==> src/rtl/cp0_unit_pkg.sv <==
// Shared CP0 definitions: register indices, SR/Cause field positions,
// the exception handler address and the exception codes.
package cp0_unit_pkg;

  // CP0 register indices
  localparam logic [4:0] CP0_COUNT   = 5'd9;
  localparam logic [4:0] CP0_COMPARE = 5'd11;
  localparam logic [4:0] CP0_SR      = 5'd12;
  localparam logic [4:0] CP0_CAUSE   = 5'd13;
  localparam logic [4:0] CP0_EPC     = 5'd14;
  localparam logic [4:0] CP0_PRID    = 5'd15;

  // SR field bit positions
  localparam int SR_IE     = 0;
  localparam int SR_EXL    = 1;
  localparam int SR_IM_LO  = 10;
  localparam int SR_IM_HI  = 15;

  // Cause field bit positions
  localparam int CAUSE_EXC_LO = 2;
  localparam int CAUSE_EXC_HI = 6;
  localparam int CAUSE_IP_LO  = 10;
  localparam int CAUSE_IP_HI  = 15;
  localparam int CAUSE_BD     = 31;

  // The fetch unit redirects here when IntReq is raised
  localparam logic [31:0] HANDLER_ADDR = 32'h0000_4180;

  // Exception codes
  typedef enum logic [4:0] {
    EXC_INT  = 5'd0,
    EXC_ADEL = 5'd4,
    EXC_ADES = 5'd5,
    EXC_RI   = 5'd10,
    EXC_OV   = 5'd12
  } exc_code_e;

endpackage

==> src/rtl/cp0_timer.sv <==
// Count/Compare timer. Count free-runs and wraps; TimerPend latches when
// Count matches a nonzero Compare and is cleared by any write to Compare.
// Only instantiated when CP0_TIMER_EN is defined.
module cp0_timer (
  input  logic        clk,
  input  logic        reset,
  input  logic        count_we,
  input  logic        compare_we,
  input  logic [31:0] din,
  output logic [31:0] count,
  output logic [31:0] compare,
  output logic        pend
);

  // Count increments every cycle unless overwritten by mtc0
  always_ff @(posedge clk) begin
    if (!reset)        count <= '0;
    else if (count_we) count <= din;
    else               count <= count + 32'd1;
  end

  // Compare is plain software-written state
  always_ff @(posedge clk) begin
    if (!reset)          compare <= '0;
    else if (compare_we) compare <= din;
  end

  // Pending flag: sticky on match, cleared by a Compare write
  always_ff @(posedge clk) begin
    if (!reset)                                     pend <= 1'b0;
    else if (compare_we)                            pend <= 1'b0;
    else if (count == compare && compare != 32'd0)  pend <= 1'b1;
  end

endmodule

==> src/rtl/cp0_unit.sv <==
// Coprocessor-0 exception/interrupt responder at the M stage.
// Raises IntReq combinationally, records EPC/Cause on entry, clears EXL on
// eret and serves mfc0/mtc0. Optional Count/Compare timer under the
// CP0_TIMER_EN macro (timer pending drives interrupt line 7).
module cp0_unit
  import cp0_unit_pkg::*;
#(
  parameter logic [31:0] PRID_VALUE = 32'h0000_2018,
  parameter logic [5:0]  RESET_IM   = 6'h00
) (
  input  logic        clk,
  input  logic        reset,
  input  logic [4:0]  A1,
  input  logic [4:0]  A2,
  input  logic [31:0] DIn,
  input  logic        WE,
  input  logic [31:0] VPC,
  input  logic        BD,
  input  logic [4:0]  ExcCode,
  input  logic [5:0]  HWInt,
  input  logic        EXLClr,
  output logic        IntReq,
  output logic [31:0] EPC,
  output logic [31:0] DOut
);

  logic [5:0]  im, ip;
  logic        exl, ie;
  logic        bd_r;
  logic [4:0]  exc_r;
  logic [31:0] epc_r;

  logic [5:0]  hw_eff;
  logic        int_pend, exc_pend, int_req;
  logic        mtc0;
  logic [31:0] epc_entry;
  logic [31:0] sr_val, cause_val;

`ifdef CP0_TIMER_EN
  logic [31:0] count, compare;
  logic        timer_pend;

  cp0_timer u_timer (
    .clk        (clk),
    .reset      (reset),
    .count_we   (mtc0 && A2 == CP0_COUNT),
    .compare_we (mtc0 && A2 == CP0_COMPARE),
    .din        (DIn),
    .count      (count),
    .compare    (compare),
    .pend       (timer_pend)
  );

  assign hw_eff = HWInt | {timer_pend, 5'b0};
`else
  assign hw_eff = HWInt;
`endif

  // Request logic; everything is masked while EXL is set or in reset
  assign int_pend = ie & ~exl & (|(hw_eff & im));
  assign exc_pend = ~exl & (ExcCode != 5'd0);
  assign int_req  = reset & (int_pend | exc_pend);
  assign IntReq   = int_req;

  // An mtc0 colliding with exception entry is dropped
  assign mtc0 = WE & ~int_req;

  // Victim PC, backed up one word when it sits in a delay slot
  assign epc_entry = (VPC & 32'hFFFF_FFFC) - (BD ? 32'd4 : 32'd0);

  // IP tracks the interrupt lines every cycle
  always_ff @(posedge clk) begin
    if (!reset) ip <= '0;
    else        ip <= hw_eff;
  end

  // SR: entry sets EXL, eret clears it, otherwise software writes
  always_ff @(posedge clk) begin
    if (!reset) begin
      im  <= RESET_IM;
      exl <= 1'b0;
      ie  <= 1'b0;
    end else if (int_req) begin
      exl <= 1'b1;
    end else if (mtc0 && A2 == CP0_SR) begin
      im  <= DIn[SR_IM_HI:SR_IM_LO];
      exl <= DIn[SR_EXL];
      ie  <= DIn[SR_IE];
    end else if (EXLClr) begin
      exl <= 1'b0;
    end
  end

  // Cause.BD / Cause.ExcCode captured on entry; interrupt outranks exception
  always_ff @(posedge clk) begin
    if (!reset) begin
      bd_r  <= 1'b0;
      exc_r <= '0;
    end else if (int_req) begin
      bd_r  <= BD;
      exc_r <= int_pend ? EXC_INT : ExcCode;
    end
  end

  // EPC: captured on entry, otherwise word-aligned software write
  always_ff @(posedge clk) begin
    if (!reset)                         epc_r <= '0;
    else if (int_req)                   epc_r <= epc_entry;
    else if (mtc0 && A2 == CP0_EPC)     epc_r <= DIn & 32'hFFFF_FFFC;
  end

  assign EPC = epc_r;

  // Assemble architectural views of SR and Cause
  always_comb begin
    sr_val = '0;
    sr_val[SR_IM_HI:SR_IM_LO] = im;
    sr_val[SR_EXL]            = exl;
    sr_val[SR_IE]             = ie;
    cause_val = '0;
    cause_val[CAUSE_BD]                    = bd_r;
    cause_val[CAUSE_IP_HI:CAUSE_IP_LO]     = ip;
    cause_val[CAUSE_EXC_HI:CAUSE_EXC_LO]   = exc_r;
  end

  // mfc0 read mux: pre-update values, no write bypass
  always_comb begin
    DOut = '0;
    case (A1)
      CP0_SR:      DOut = sr_val;
      CP0_CAUSE:   DOut = cause_val;
      CP0_EPC:     DOut = epc_r;
      CP0_PRID:    DOut = PRID_VALUE;
`ifdef CP0_TIMER_EN
      CP0_COUNT:   DOut = count;
      CP0_COMPARE: DOut = compare;
`endif
      default:     DOut = '0;
    endcase
  end

endmodule

==> config.mk <==
export PLATFORM = sky130hd
export DESIGN_NAME = cp0_unit
export DESIGN_NICKNAME = d
export VERILOG_FILES = /design/src/rtl/cp0_unit_pkg.sv /design/src/rtl/cp0_timer.sv /design/src/rtl/cp0_unit.sv
export SDC_FILE = /design/constraint.sdc
export NUM_CORES = 1
export LEC_CHECK = 0
export ABC_AREA = 1
export CAP_MARGIN = 10
export CORE_MARGIN = 2
export CORE_UTILIZATION = 42
export DETAILED_ROUTE_END_ITERATION = 7
export PLACE_DENSITY = 0.82
export SYNTH_ARGS = -nofsm -noshare
export SYNTH_HDL_FRONTEND = slang
export SYNTH_SLANG_ARGS = --single-unit
==> constraint.sdc <==
create_clock -name clk -period 2.2 [get_ports clk]
set_input_delay 0.44 -clock clk [delete_from_list [all_inputs] [get_ports clk]]
set_output_delay 0.44 -clock clk [all_outputs]
set_load 0.01 [all_outputs]
# ---- Yosys cells after proc, flatten, opt, wreduce, memory -nomap -nowiden
# Index checks and enable logic that the tools add are counted.
# Widths: inputs -> output; s select.
dict set report totals {
  regBits 52
  latch_bits 0
  mem_bits_rw 0
  mem_bits_ro 0
  inputBits 90
  n_memories 0
}
dict set report classes {
  addsub 1
  mul 0
  n_div 0
  magnitude_cmp 0
  eq_ne 6
  n_shift 0
  muxes 8
  bitwise_logic 9
  reduce_logical 7
}
# operator count
set op_table {}
lappend op_table {{$pmux 32 s4} 1}
lappend op_table {{$mux 32} 2}
lappend op_table {{$sub 32x3->32} 1}
lappend op_table {{$eq 5x4->1 const B} 6}
lappend op_table {{$and 6x6->6} 1}
lappend op_table {{$reduce_or 6->1} 1}
lappend op_table {{$and 1x1->1} 5}
lappend op_table {{$mux 5} 1}
lappend op_table {{$reduce_bool 5->1} 1}
lappend op_table {{$mux 1} 3}
lappend op_table {{$mux 3} 1}
lappend op_table {{$reduce_bool 3->1} 1}
lappend op_table {{$logic_and 1x1->1} 2}
lappend op_table {{$not 1->1} 2}
lappend op_table {{$reduce_and 2->1} 1}
lappend op_table {{$reduce_bool 2->1} 1}
lappend op_table {{$or 1x1->1} 1}

# ---- Longest topological paths before layout
# Gate-level depths: netlist of run 1.
dict set report depth {
  word_depth 10
  ltp_mapped 13
}

# ---- Worst setup path after synthesis of run 1
# No wires, ideal clock.
dict set report synth_timing {
  path_type {in2reg}
  start {in VPC[2]}
  end {reg epc_r[26], in the netlist EPC[26]}
  setup_ps 111
  arrival_time_ps 1617
  setup_slack_ps 472
  stages 12
  n_path_buf 0
  cell_sequence {inv_1 ha_1 ha_1 nand2_1 nor2_1 nand3_1 nand2_1 nand2_1 nand2_1 nand3_1 nand3_1 inv_1}
}
dict set report synth_via {
  elab_chain_len 2
}
# element line_no
set synth_rtl {}
lappend synth_rtl {{start: declaration} cp0_unit.sv:17} ;# input logic [31:0] VPC,
lappend synth_rtl {{$sub 32x3->32} cp0_unit.sv:69} ;# assign epc_entry = (VPC & 32'hFFFF_FFFC) - (BD ? 32'd4 : 32'd0);
lappend synth_rtl {{$mux 32} cp0_unit.sv:108} ;# else if (int_req) epc_r <= epc_entry;
lappend synth_rtl {{end signal: assignment} cp0_unit.sv:108}
lappend synth_rtl {{end signal: assignment} cp0_unit.sv:109} ;# else if (mtc0 && A2 == CP0_EPC) epc_r <= DIn & 32'hFFFF_FFFC;
lappend synth_rtl {{end: declaration} cp0_unit.sv:31} ;# logic [31:0] epc_r;
# No other way between the ends.
# A chain may end at the register's enable or synchronous reset.

# ---- Worst setup path after layout of run 1
dict set report layout_timing {
  start {in ExcCode[3]}
  end {out IntReq}
}
dict set report layout_via {
  elab_chain_len 4
}
# element line_no
set layout_rtl {}
lappend layout_rtl {{start: declaration} cp0_unit.sv:19} ;# input logic [4:0] ExcCode,
lappend layout_rtl {{$reduce_bool 5->1} cp0_unit.sv:61} ;# assign exc_pend = ~exl & (ExcCode != 5'd0);
lappend layout_rtl {{$and 1x1->1} cp0_unit.sv:61}
lappend layout_rtl {{$or 1x1->1} cp0_unit.sv:62} ;# assign int_req = reset & (int_pend | exc_pend);
lappend layout_rtl {{$and 1x1->1} cp0_unit.sv:62}
lappend layout_rtl {{end: declaration} cp0_unit.sv:22} ;# output logic IntReq,
# No other way between the ends.

==> results_dict.tcl, run 1 <==
set metrics [dict create \
    wirelength_um 12500 \
    skew_ns 0.00942 \
    initial_utilization_pct 43.2 \
    leakage_nw 2.49 \
    final-hold-violation-count 0 \
    htreeDepth 2 \
    synth-seq-cells 50 \
    fin_nets 855 \
    status "completed" \
    vias_per_cell 4.96 \
    die_h_um 92.9 \
    grt-ovfl-total 0 \
    endpoint_kind "output pin" \
    syn_to_final_growth_pct 60.1 \
    min_period_ns 2.14 \
    ys_warn_count 0 \
    die_w_um 92.9 \
    n_fill_cell 692 \
    portBuffers 150 \
    drtIter0Drc 190 \
    power_density_mw_per_mm2 458 \
    fin_crit_sh_pct 97.2 \
    ys.flop_type "dfxtp_1" \
    seqCellArea_mm2 0.00100 \
    rsz0062_at_grt "no" \
    fin_setup_tns_ns 0 \
    utilization_pct 69.1 \
    pre_cts_ws_ns -0.415 \
    layout-drive-gt1-share_pct 11.3 \
    cts_buffer_depth 2 \
    diodes 0 \
    multi_input_area_mm2 0.00198 \
    grt_pass1_vias 4064 \
    place_congestion 0.956 \
    antenna_found_initial 0 \
    drv_cap 0 \
    worstPathRequired_ns 1.76 \
    hold_path.class "reg2reg" \
    crit_type "in2out" \
    synth_edf_count 0 \
    drc_errors 0 \
    drv_slew 0 \
    cts_hold_buf 0 \
    crit_arrival_ns 1.70 \
    peakVddDrop_uv 307 \
    path_max_fanout 2 \
    netlist_area_mm2 0.00332 \
    cts_tree "done" \
    io_pins 155 \
    drt-wirelength-per-cell_um 14.4 \
    synth.avg_cell_area_um2 5.76 \
    ant_nets 0 \
    max_freq_mhz 468 \
    setup_viol_count_final 0 \
    grt_usage_pct 28.3 \
    ys_async_sr_fraction_pct 0 \
    yosysUniqueCellTypes 32 \
    drt_pass1_iterations 5 \
    cts_buffers 5 \
    core_mm2 0.00769 \
    core.rowCount 32 \
    grt_pass1_wl_um 19500 \
    path_clk_slew_ns 0.10 \
    vias 4298 \
    clock_latency_ns 0.31 \
    cts.sinks 50 \
    synth.yosys.seq_area_share_pct 30.2 \
    clock-root-buffer "clkbuf_8" \
    die-area_mm2 0.00863 \
    startpoint_type "primary input" \
    finalWorstSetupSlack_ns 0.0615 \
    hpwl_um 10300 \
    syn-instance-count 576 \
    grt_max_degree 34 \
]
-- placed cells by master (no fill, tap or decap), types with 2 or more instances in the layout --
cell type	synthesis	routed
a21oi_1	23	22
a22o_1	4	4
a31oi_1	3	3
buf_2	8	11
buf_4	2	44
buf_6	1	3
clkbuf_8	0	5
clkdlybuf4s15_1	0	4
clkdlybuf4s50_1	0	112
conb_1	1	2
dfxtp_1	50	50
dlygate4sd2_1	0	18
dlymetal6s2s_1	0	4
inv_1	65	63
inv_2	3	5
nand2_1	171	170
nand2_2	3	4
nand3_1	27	27
nand4_1	8	8
nor2_1	122	119
nor2_2	1	4
o211ai_1	4	4
o21ai_0	48	48
xnor2_1	6	6
xor2_1	6	6
-- where the power goes --
group / internal (mW) / switching, mW / leakage, nW
clock: 0.342 / 0.345 / 0.0585
sequential: 0.977 / 0.0472 / 0.412
combinational: 0.376 / 0.347 / 2.02
-- layer usage --
metal | up-vias | GRT usage, % | wire (um)
li1 | 2178 | - | -
met3 | 10 | 3.50 | 690
met2 | 145 | 51.2 | 6130
met1 | 1965 | 36.1 | 5550
met5 | - | 0 | 0
met4 | 0 | 5.51 | 117
-- sequential cells by signal, indices dropped and copies added (netlist names) --
name   cells
ie         1
bd_r       1
exl        1
im         6
ip         6
exc_r      5
EPC       30
-- final timing paths --
path | end | slack, ns | cells after the start | from
hold / removal | exc_r[1] | 0.48 | 2 | exc_r[1]
hold reg to reg | exc_r[1] | 0.48 | 2 | exc_r[1]
setup / recovery | IntReq | 0.06 | 7 | ExcCode[3]
setup reg to reg | im[2] | 0.45 | 12 | im[4]
-- cell type report --
type                    instances  share of cell area (%)
clock inverters                 3                   0.824
multi-input cells             439                    37.3
inverters                      68                    4.80
flip-flops and latches         50                    18.8
clock buffers                   5                    1.30
well taps                     102                    2.40
repair buffers                199                    34.5
-- repair_timing --
| item | 4_1_cts | 5_1_grt |
|---|---|---|
| gates resized for setup | 79 | 11 |
| setup endpoints to repair | 33 | 17 |
| setup buffers | 2 | 0 |
| endpoints found under the hold margin | 0 | 0 |
| gates cloned | 1 | 0 |
| pin swaps | 6 | 1 |
-- kinds of logic (layout without fill, tap and decap cells) --
group	count (synthesis)	count (layout)	synth area share, %
AND/OR/NAND/NOR	338	338	41.2
adder cells (fa/ha/maj)	2	2	0.754
AO/OA/AOI/OAI	85	85	13.9
flip-flops	50	50	30.2
buffers and inverters	88	275	10.7
XOR/XNOR	12	12	3.17
other	1	2	0.113
-- metrics by stage --
stage | hold WS, ns | instances | total power [mW] | area [um2]
finish | 0.477 | 866 | 2.43 | 5310
global route | 0.500 | 866 | 2.54 | 5310
floorplan | 0.441 | 577 | 1.33 | 3320
CTS | 0.479 | 866 | 2.43 | 5290
global placement | 0.451 | 855 | 1.75 | 5210
detailed placement | 0.461 | 855 | 1.76 | 5210
-- worst max-delay path, cell delays in order --
cell and delay (ns):
clkdlybuf4s50_1 0.44, nor2_1 0.11, nand2_1 0.07, o21ai_1 0.24, a21oi_2 0.11, buf_4 0.15, buf_2 0.13
-- cell usage after synthesis, types with 2 or more instances --
master	instances	area share [%]
dfxtp_1	50	30
ha_1	2	0.75
a21oi_1	23	3.5
clkbuf_1	8	0.90
xnor2_1	6	1.6
o211ai_1	4	0.90
inv_2	3	0.34
nand2_2	3	0.57
buf_4	2	0.45
nand2_1	171	19
nor2_1	122	14
a31oi_1	3	0.57
a22o_1	4	1.1
o21ai_0	48	7.2
buf_2	8	1.2
nand3_1	27	4.1
inv_1	65	7.4
nand4_1	8	1.5
xor2_1	6	1.6
(Power assumes the default switching activity.)
==> run 2: changes to the inputs <==
- CTS_CLUSTER_DIAMETER: default -> 80
- CTS_CLUSTER_SIZE: default -> 20
==> results of run 2 <==
No change in the layout: final DEF, timing and power equal those of run 1.
